$ cat config.mk
export PLATFORM = sky130hd
export DESIGN_NAME = dma_bus_arbiter
export DESIGN_NICKNAME = d
export VERILOG_FILES = /design/src/rtl/dma_bus_arbiter.sv
export SDC_FILE = /design/constraint.sdc
export NUM_CORES = 1
export LEC_CHECK = 0
export CAP_MARGIN = 20
export CORE_MARGIN = 10
export CORE_UTILIZATION = 45
export DETAILED_ROUTE_END_ITERATION = 8
export PLACE_DENSITY = 0.95
export REMOVE_ABC_BUFFERS = 1
export SLEW_MARGIN = 20
export SYNTH_ARGS = -nofsm -noshare
export SYNTH_HDL_FRONTEND = slang
export SYNTH_SLANG_ARGS = --single-unit
$ cat constraint.sdc
create_clock -name i_clk -period 3 [get_ports i_clk]
set_input_delay 0.9 -clock i_clk [delete_from_list [all_inputs] [get_ports i_clk]]
set_output_delay 0.9 -clock i_clk [all_outputs]
set_load 0.05 [all_outputs]
$ cat src/rtl/dma_bus_arbiter.sv
// rtl/dma_bus_arbiter.sv - page-copy DMA arbiter sharing the 6502 memory bus
// Optional completion pulse on dma_done when DMA_DONE_IRQ_EN is defined.
module dma_bus_arbiter #(
   parameter logic [15:0] DMA_REG_ADDR = 16'h4014,
   parameter logic [15:0] DMA_DST_ADDR = 16'h2004,
   parameter int          PARITY_ALIGN = 1
) (
   input  logic        i_clk,
   input  logic        i_rst,
   input  logic [15:0] cpu_addr,
   input  logic [7:0]  cpu_data,
   input  logic        cpu_rw,
   input  logic [7:0]  mem_rdata,
   output logic        ready,
   output logic [15:0] addr,
   output logic [7:0]  o_data,
   output logic        RW,
   output logic        dma_active,
   output logic        dma_done
);

   typedef enum logic [2:0] {
      S_IDLE,
      S_HALT,
      S_ALIGN,
      S_READ,
      S_WRITE
   } state_t;

   state_t      r_state;
   state_t      w_next;
   logic [7:0]  r_page;
   logic [7:0]  r_idx;
   logic [7:0]  r_rbuf;
   logic        r_cyc_odd;
   logic        w_trigger;
   logic        w_last_write;

   assign w_trigger    = (cpu_rw == 1'b0) && (cpu_addr == DMA_REG_ADDR);
   assign w_last_write = (r_state == S_WRITE) && (r_idx == 8'hFF);

   always_ff @(posedge i_clk) begin
      if (i_rst) begin
         r_state   <= S_IDLE;
         r_page    <= 8'h00;
         r_idx     <= 8'h00;
         r_rbuf    <= 8'h00;
         r_cyc_odd <= 1'b0;
      end else begin
         r_state   <= w_next;
         r_cyc_odd <= ~r_cyc_odd;
         case (r_state)
            S_IDLE: begin
               if (w_trigger) begin
                  r_page <= cpu_data;
                  r_idx  <= 8'h00;
               end
            end
            S_READ:  r_rbuf <= mem_rdata;
            S_WRITE: r_idx  <= r_idx + 8'd1;
            default: ;
         endcase
      end
   end

   always_comb begin
      w_next = r_state;
      case (r_state)
         S_IDLE:  if (w_trigger) w_next = S_HALT;
         // The core only freezes on a read, so stay in HALT while it keeps writing.
         S_HALT: begin
            if (cpu_rw) begin
               if ((PARITY_ALIGN != 0) && !r_cyc_odd) w_next = S_ALIGN;
               else                                   w_next = S_READ;
            end
         end
         S_ALIGN: w_next = S_READ;
         S_READ:  w_next = S_WRITE;
         S_WRITE: w_next = (r_idx == 8'hFF) ? S_IDLE : S_READ;
         default: w_next = S_IDLE;
      endcase
   end

   always_comb begin
      addr   = cpu_addr;
      o_data = cpu_data;
      RW     = cpu_rw;
      case (r_state)
         S_READ: begin
            addr   = {r_page, r_idx};
            o_data = 8'h00;
            RW     = 1'b1;
         end
         S_WRITE: begin
            addr   = DMA_DST_ADDR;
            o_data = r_rbuf;
            RW     = 1'b0;
         end
         default: ;
      endcase
   end

   assign ready      = (r_state == S_IDLE);
   assign dma_active = ~ready;

`ifdef DMA_DONE_IRQ_EN
   logic r_done;

   always_ff @(posedge i_clk) begin
      if (i_rst) r_done <= 1'b0;
      else       r_done <= w_last_write;
   end

   assign dma_done = r_done;
`else
   logic w_unused;

   assign w_unused = w_last_write;
   assign dma_done = 1'b0;
`endif

endmodule

# Word-level counts from Yosys, hierarchy flattened
# Index checks and enable logic that the tools add are counted.
[op_classes]
eq_ne = 8
n_addsub = 1
bitwise = 3
mux = 10
reduce_logical = 6
[op_table]
columns = ["cell", "count"]
rows = [
  ["$pmux 16 s2", 1],
  ["$pmux 8 s2", 2],
  ["$eq 16x15->1 const B", 1],
  ["$pmux 3 s5", 1],
  ["$add 8x1->8 const B", 1],
  ["$eq 8x8->1 const B", 1],
  ["$mux 8", 1],
  ["$eq 3x2->1 const B", 2],
  ["$mux 3", 2],
  ["$reduce_and 2->1", 3],
  ["$eq 3x1->1 const B", 1],
  ["$eq 3x3->1 const B", 1],
  ["$logic_not 3->1", 1],
  ["$not 1->1", 3],
  ["$mux 2", 1],
  ["$ne 2x1->1 const B", 1],
  ["$ne 2x2->1 const B", 1],
  ["$pmux 1 s2", 1],
  ["$reduce_bool 2->1", 1],
  ["$logic_and 1x1->1", 1],
  ["$mux 1", 1],
]
[word_totals]
register_bits = 28
out_inout_bits = 28

# Longest topological paths before layout
# Gate-level depths: netlist (run 1).
[logic_depth]
ltp_word = 4
mapped_depth = 6

# Least setup slack after synthesis (run 1)
# Ideal clock, no wire load.
[synth_timing]
path_kind = "register to output"
from = "reg r_state[0]"
to = "out addr[0]"
path_buffers = 2
path_stages_with_launch = 7
slack_ns = 0.561
arrival_time_ns = 1.539
cell_sequence = "dfxtp_1 > nor2_1 > and2_1 > buf_2 > nor2_2 > buf_2 > a22o_1"
[synth_between]
elab_chain_len = 2
elab_cells_between_ends = 3
cone_classes = "eq/ne (2); mux (1)"
[synth_rtl]
columns = ["element", "line_no", "rtl"]
rows = [
  ["start: declaration", "30", "state_t r_state;"],
  ["start signal: assignment", "50", "r_state <= w_next;"],
  ["$eq 3x3->1 / $eq 3x2->1 (equally long branches)", "88", "case (r_state)"],
  ["$pmux 16 s2 *", "88", ""],
  ["end: declaration", "15", "output logic [15:0] addr,"],
]
# Mark *: on every way between the ends. The rest lies on a longest branch, timed or not.

# Worst setup path in the final report (run 1)
[layout_timing]
from = "reg r_state[1]"
to = "out addr[13]"
# Same word-level chain as after synthesis.

==> results of run 1 <==
kinds of logic after synthesis:
kind of cell	after synthesis	share of synthesized area, %
AOI/OAI and AO/OA	61	28.6
adders and majority gates	1	0.839
buffers and inverters	15	5.03
DFF	28	37.6
other	1	0.251
and+or+nand+nor	80	27.7
final cells by class:
| cell class | instances | share of cell area, % |
|---|---|---|
| Inverter | 2 | 0.348 |
| Tap cell | 44 | 2.56 |
| Clock buffer | 3 | 1.05 |
| Clock inverter | 1 | 1.39 |
| Multi-Input combinational cell | 143 | 39.7 |
| Timing Repair Buffer | 66 | 28.9 |
| Sequential cell | 28 | 26.0 |
metal layers:
metal | share of wire (%) | GRT usage, % | routed length (µm)
met3 | 7.5 | 5.53 | 354
met4 | 1.5 | 4.74 | 70
met5 | 0 | 0 | 0
met2 | 53 | 26.8 | 2510
met1 | 38 | 17.2 | 1780
cells in the mapped netlist (2+ instances only):
cell type,instances,area (µm²)
nand3_2,3,30.0
or2_2,2,12.5
dfxtp_1,28,561
nand2_1,41,154
clkbuf_1,5,18.8
o21a_1,2,15.0
a21oi_2,2,17.5
nor3_4,2,32.5
o21ai_0,4,20.0
or3_1,2,12.5
nand3_1,7,35.0
nor2_1,10,37.5
a22o_1,21,184
a31oi_1,2,12.5
and3_1,2,12.5
a211oi_1,2,15.0
nand2b_1,2,12.5
a21oi_1,22,110
o22a_1,2,17.5
buf_2,6,30.0
cells in the final DEF, fill, tap and decap left out, types with 3 or more instances in the layout:
cell type	instances
a22o_1	21
dfxtp_1	28
nand3_1	7
buf_4	27
clkdlybuf4s50_1	36
nand2_1	41
o21ai_0	4
a21oi_1	22
buf_12	3
nor2_1	10
clkbuf_4	3
nand3_2	3
per-stage QoR:
step	util (%)	hold slack (ns)	std cells	total power [mW]	instance area (µm²)
after floorplan	-	0.388	173	0.470	1420
after global placement	67.7	0.402	283	0.568	2100
after detailed placement	67.7	0.411	283	0.570	2100
after CTS	69.4	0.430	287	0.816	2150
after global routing	69.4	0.452	287	0.841	2150
final	69.4	0.428	287	0.813	2150
power breakdown:
part           switching, mW  total [mW]  internal (mW)
logic                  0.104       0.188         0.0835
clock network          0.116       0.251          0.135
registers           0.000466       0.373          0.373
total                  0.221       0.813          0.592
path summary, 6_finish.rpt:
check / startpoint / cells after the start / to
worst max-delay path: r_state[1] / 5 / addr[13]
worst max register to register: r_state[0] / 5 / r_idx[4]
worst min register to register: r_cyc_odd / 1 / r_cyc_odd
worst min-delay path: r_cyc_odd / 1 / r_cyc_odd
sequential cells by signal (all words and copies together), names as in the netlist:
register,count
r_page,8
r_cyc_odd,1
r_state,3
r_idx,8
r_rbuf,8
==> results.py, run 1 <==
metrics = {
    "setup_path": {
        "critical_path_arrival_ns": 1.88,
        "path_cells": "nand2_1, or2_2, nand2_1, o22a_1, buf_12",
        "rrSetupSlack_ns": 1.36,
        "crit_path_start_kind": "flip-flop",
        "cpPeakStageDelay_ns": 0.50,
        "worst_path_max_delay_cell": "dfxtp_1",
        "cp_num_buf_inv": 1,
        "cp_max_fo": 13,
        "crit_top_cell": "nand2_1",
        "cp.required_ns": 2.10,
        "path_class": "reg2out",
        "worstSetupEndpointType": "output pin",
        "path_delay_family": "simple AND/OR/NAND/NOR gates",
    },
    "placed_design": {
        "dp_worst_setup_slack_ns": 0.202,
        "port_buffers": 61,
        "gp_congestion": 0.850,
        "dp_hpwl_um": 3640,
    },
    "sta": {
        "maxSlewViolCount": 0,
        "min_period_ns": 2.78,
        "final_hold_viol_count": 0,
        "rsz0062_at_grt": "no",
        "skew_ns": 0.00425,
        "clock.fmax_mhz": 360,
        "tns_ns": 0,
        "slew_headroom_pct": 66.4,
        "timing.final.ws_setup_ns": 0.219,
        "finalCritPeriodShare_pct": 92.7,
        "tightest_slew_ns": 0.502,
        "setup_violations": 0,
    },
    "global_route": {
        "overflow": 0,
        "gr-usage-all-layers_pct": 15.4,
        "grt_pass1_wl_um": 7720,
        "grt_max_degree": 23,
        "first_global_vias": 1611,
        "antenna_found_initial": 0,
    },
    "floorplan": {
        "die_h_um": 77.6,
        "dieArea_mm2": 0.00602,
        "fp.dieW_um": 77.6,
        "io_pins": 63,
        "start_util_pct": 48.1,
        "core_mm2": 0.00310,
        "rows": 20,
    },
    "route": {
        "drc": 0,
        "drt-total-wl_um": 4720,
        "via_per_inst": 5.56,
        "antenna_left": 0,
        "drt-initial-drc-count": 163,
        "vias": 1596,
        "avgRoutedWirePerCell_um": 16.4,
        "firstDrtPassIters": 4,
    },
    "clock_tree": {
        "clock_latency_ns": 0.34,
        "htreeDepth": 1,
        "cts_made_buffers": 3,
        "cts.sinks": 28,
        "clk_pin_slew_worst_paths_ns": 0.15,
        "cts_buffer_depth": 2,
        "cts-resized-gates": 0,
        "post-cts-setup-buffers": 0,
        "cts_tree": "done",
        "ctsHoldBuffers": 0,
        "clockRootBuffer": "clkbuf_4",
    },
    "logic_synthesis": {
        "netlist_instances": 186,
        "synth_edf_count": 0,
        "netlist-cell-type-count": 39,
        "synthArstFlopShare_pct": 0,
        "syn_area_mm2": 0.00149,
        "synth_area_per_cell_um2": 8.02,
        "synth-seq-cells": 28,
        "ys_seq_area_share_pct": 37.6,
        "ys.warnings.count": 0,
        "synth_ff_type": "dfxtp_1",
    },
    "layout": {
        "drive_gt1_share_pct": 20.2,
        "nets": 280,
        "antenna_cells": 0,
        "fill_cells": 274,
        "synthToLayoutAreaGrowth_pct": 44.5,
        "register_area_um2": 561,
        "multi_input_area_um2": 856,
    },
    "outcome": {
        "status": "completed",
    },
    "worst_hold_path": {
        "min_path_type": "reg2reg",
    },
    "power_and_ir_drop": {
        "p_per_area_mw_per_mm2": 377,
        "irDropWorstVdd_v": 0.000338,
        "p_leak_nw": 0.857,
    },
    "run": {
        "maxCapViolations": 0,
    },
}
(Power assumes the default switching activity.)
==> run 2, diff against run 1 <==
- GPL_ROUTABILITY_DRIVEN: unset -> 0
==> results of run 2 <==
The final DEF is identical to that of run 1; final timing and power are the same.
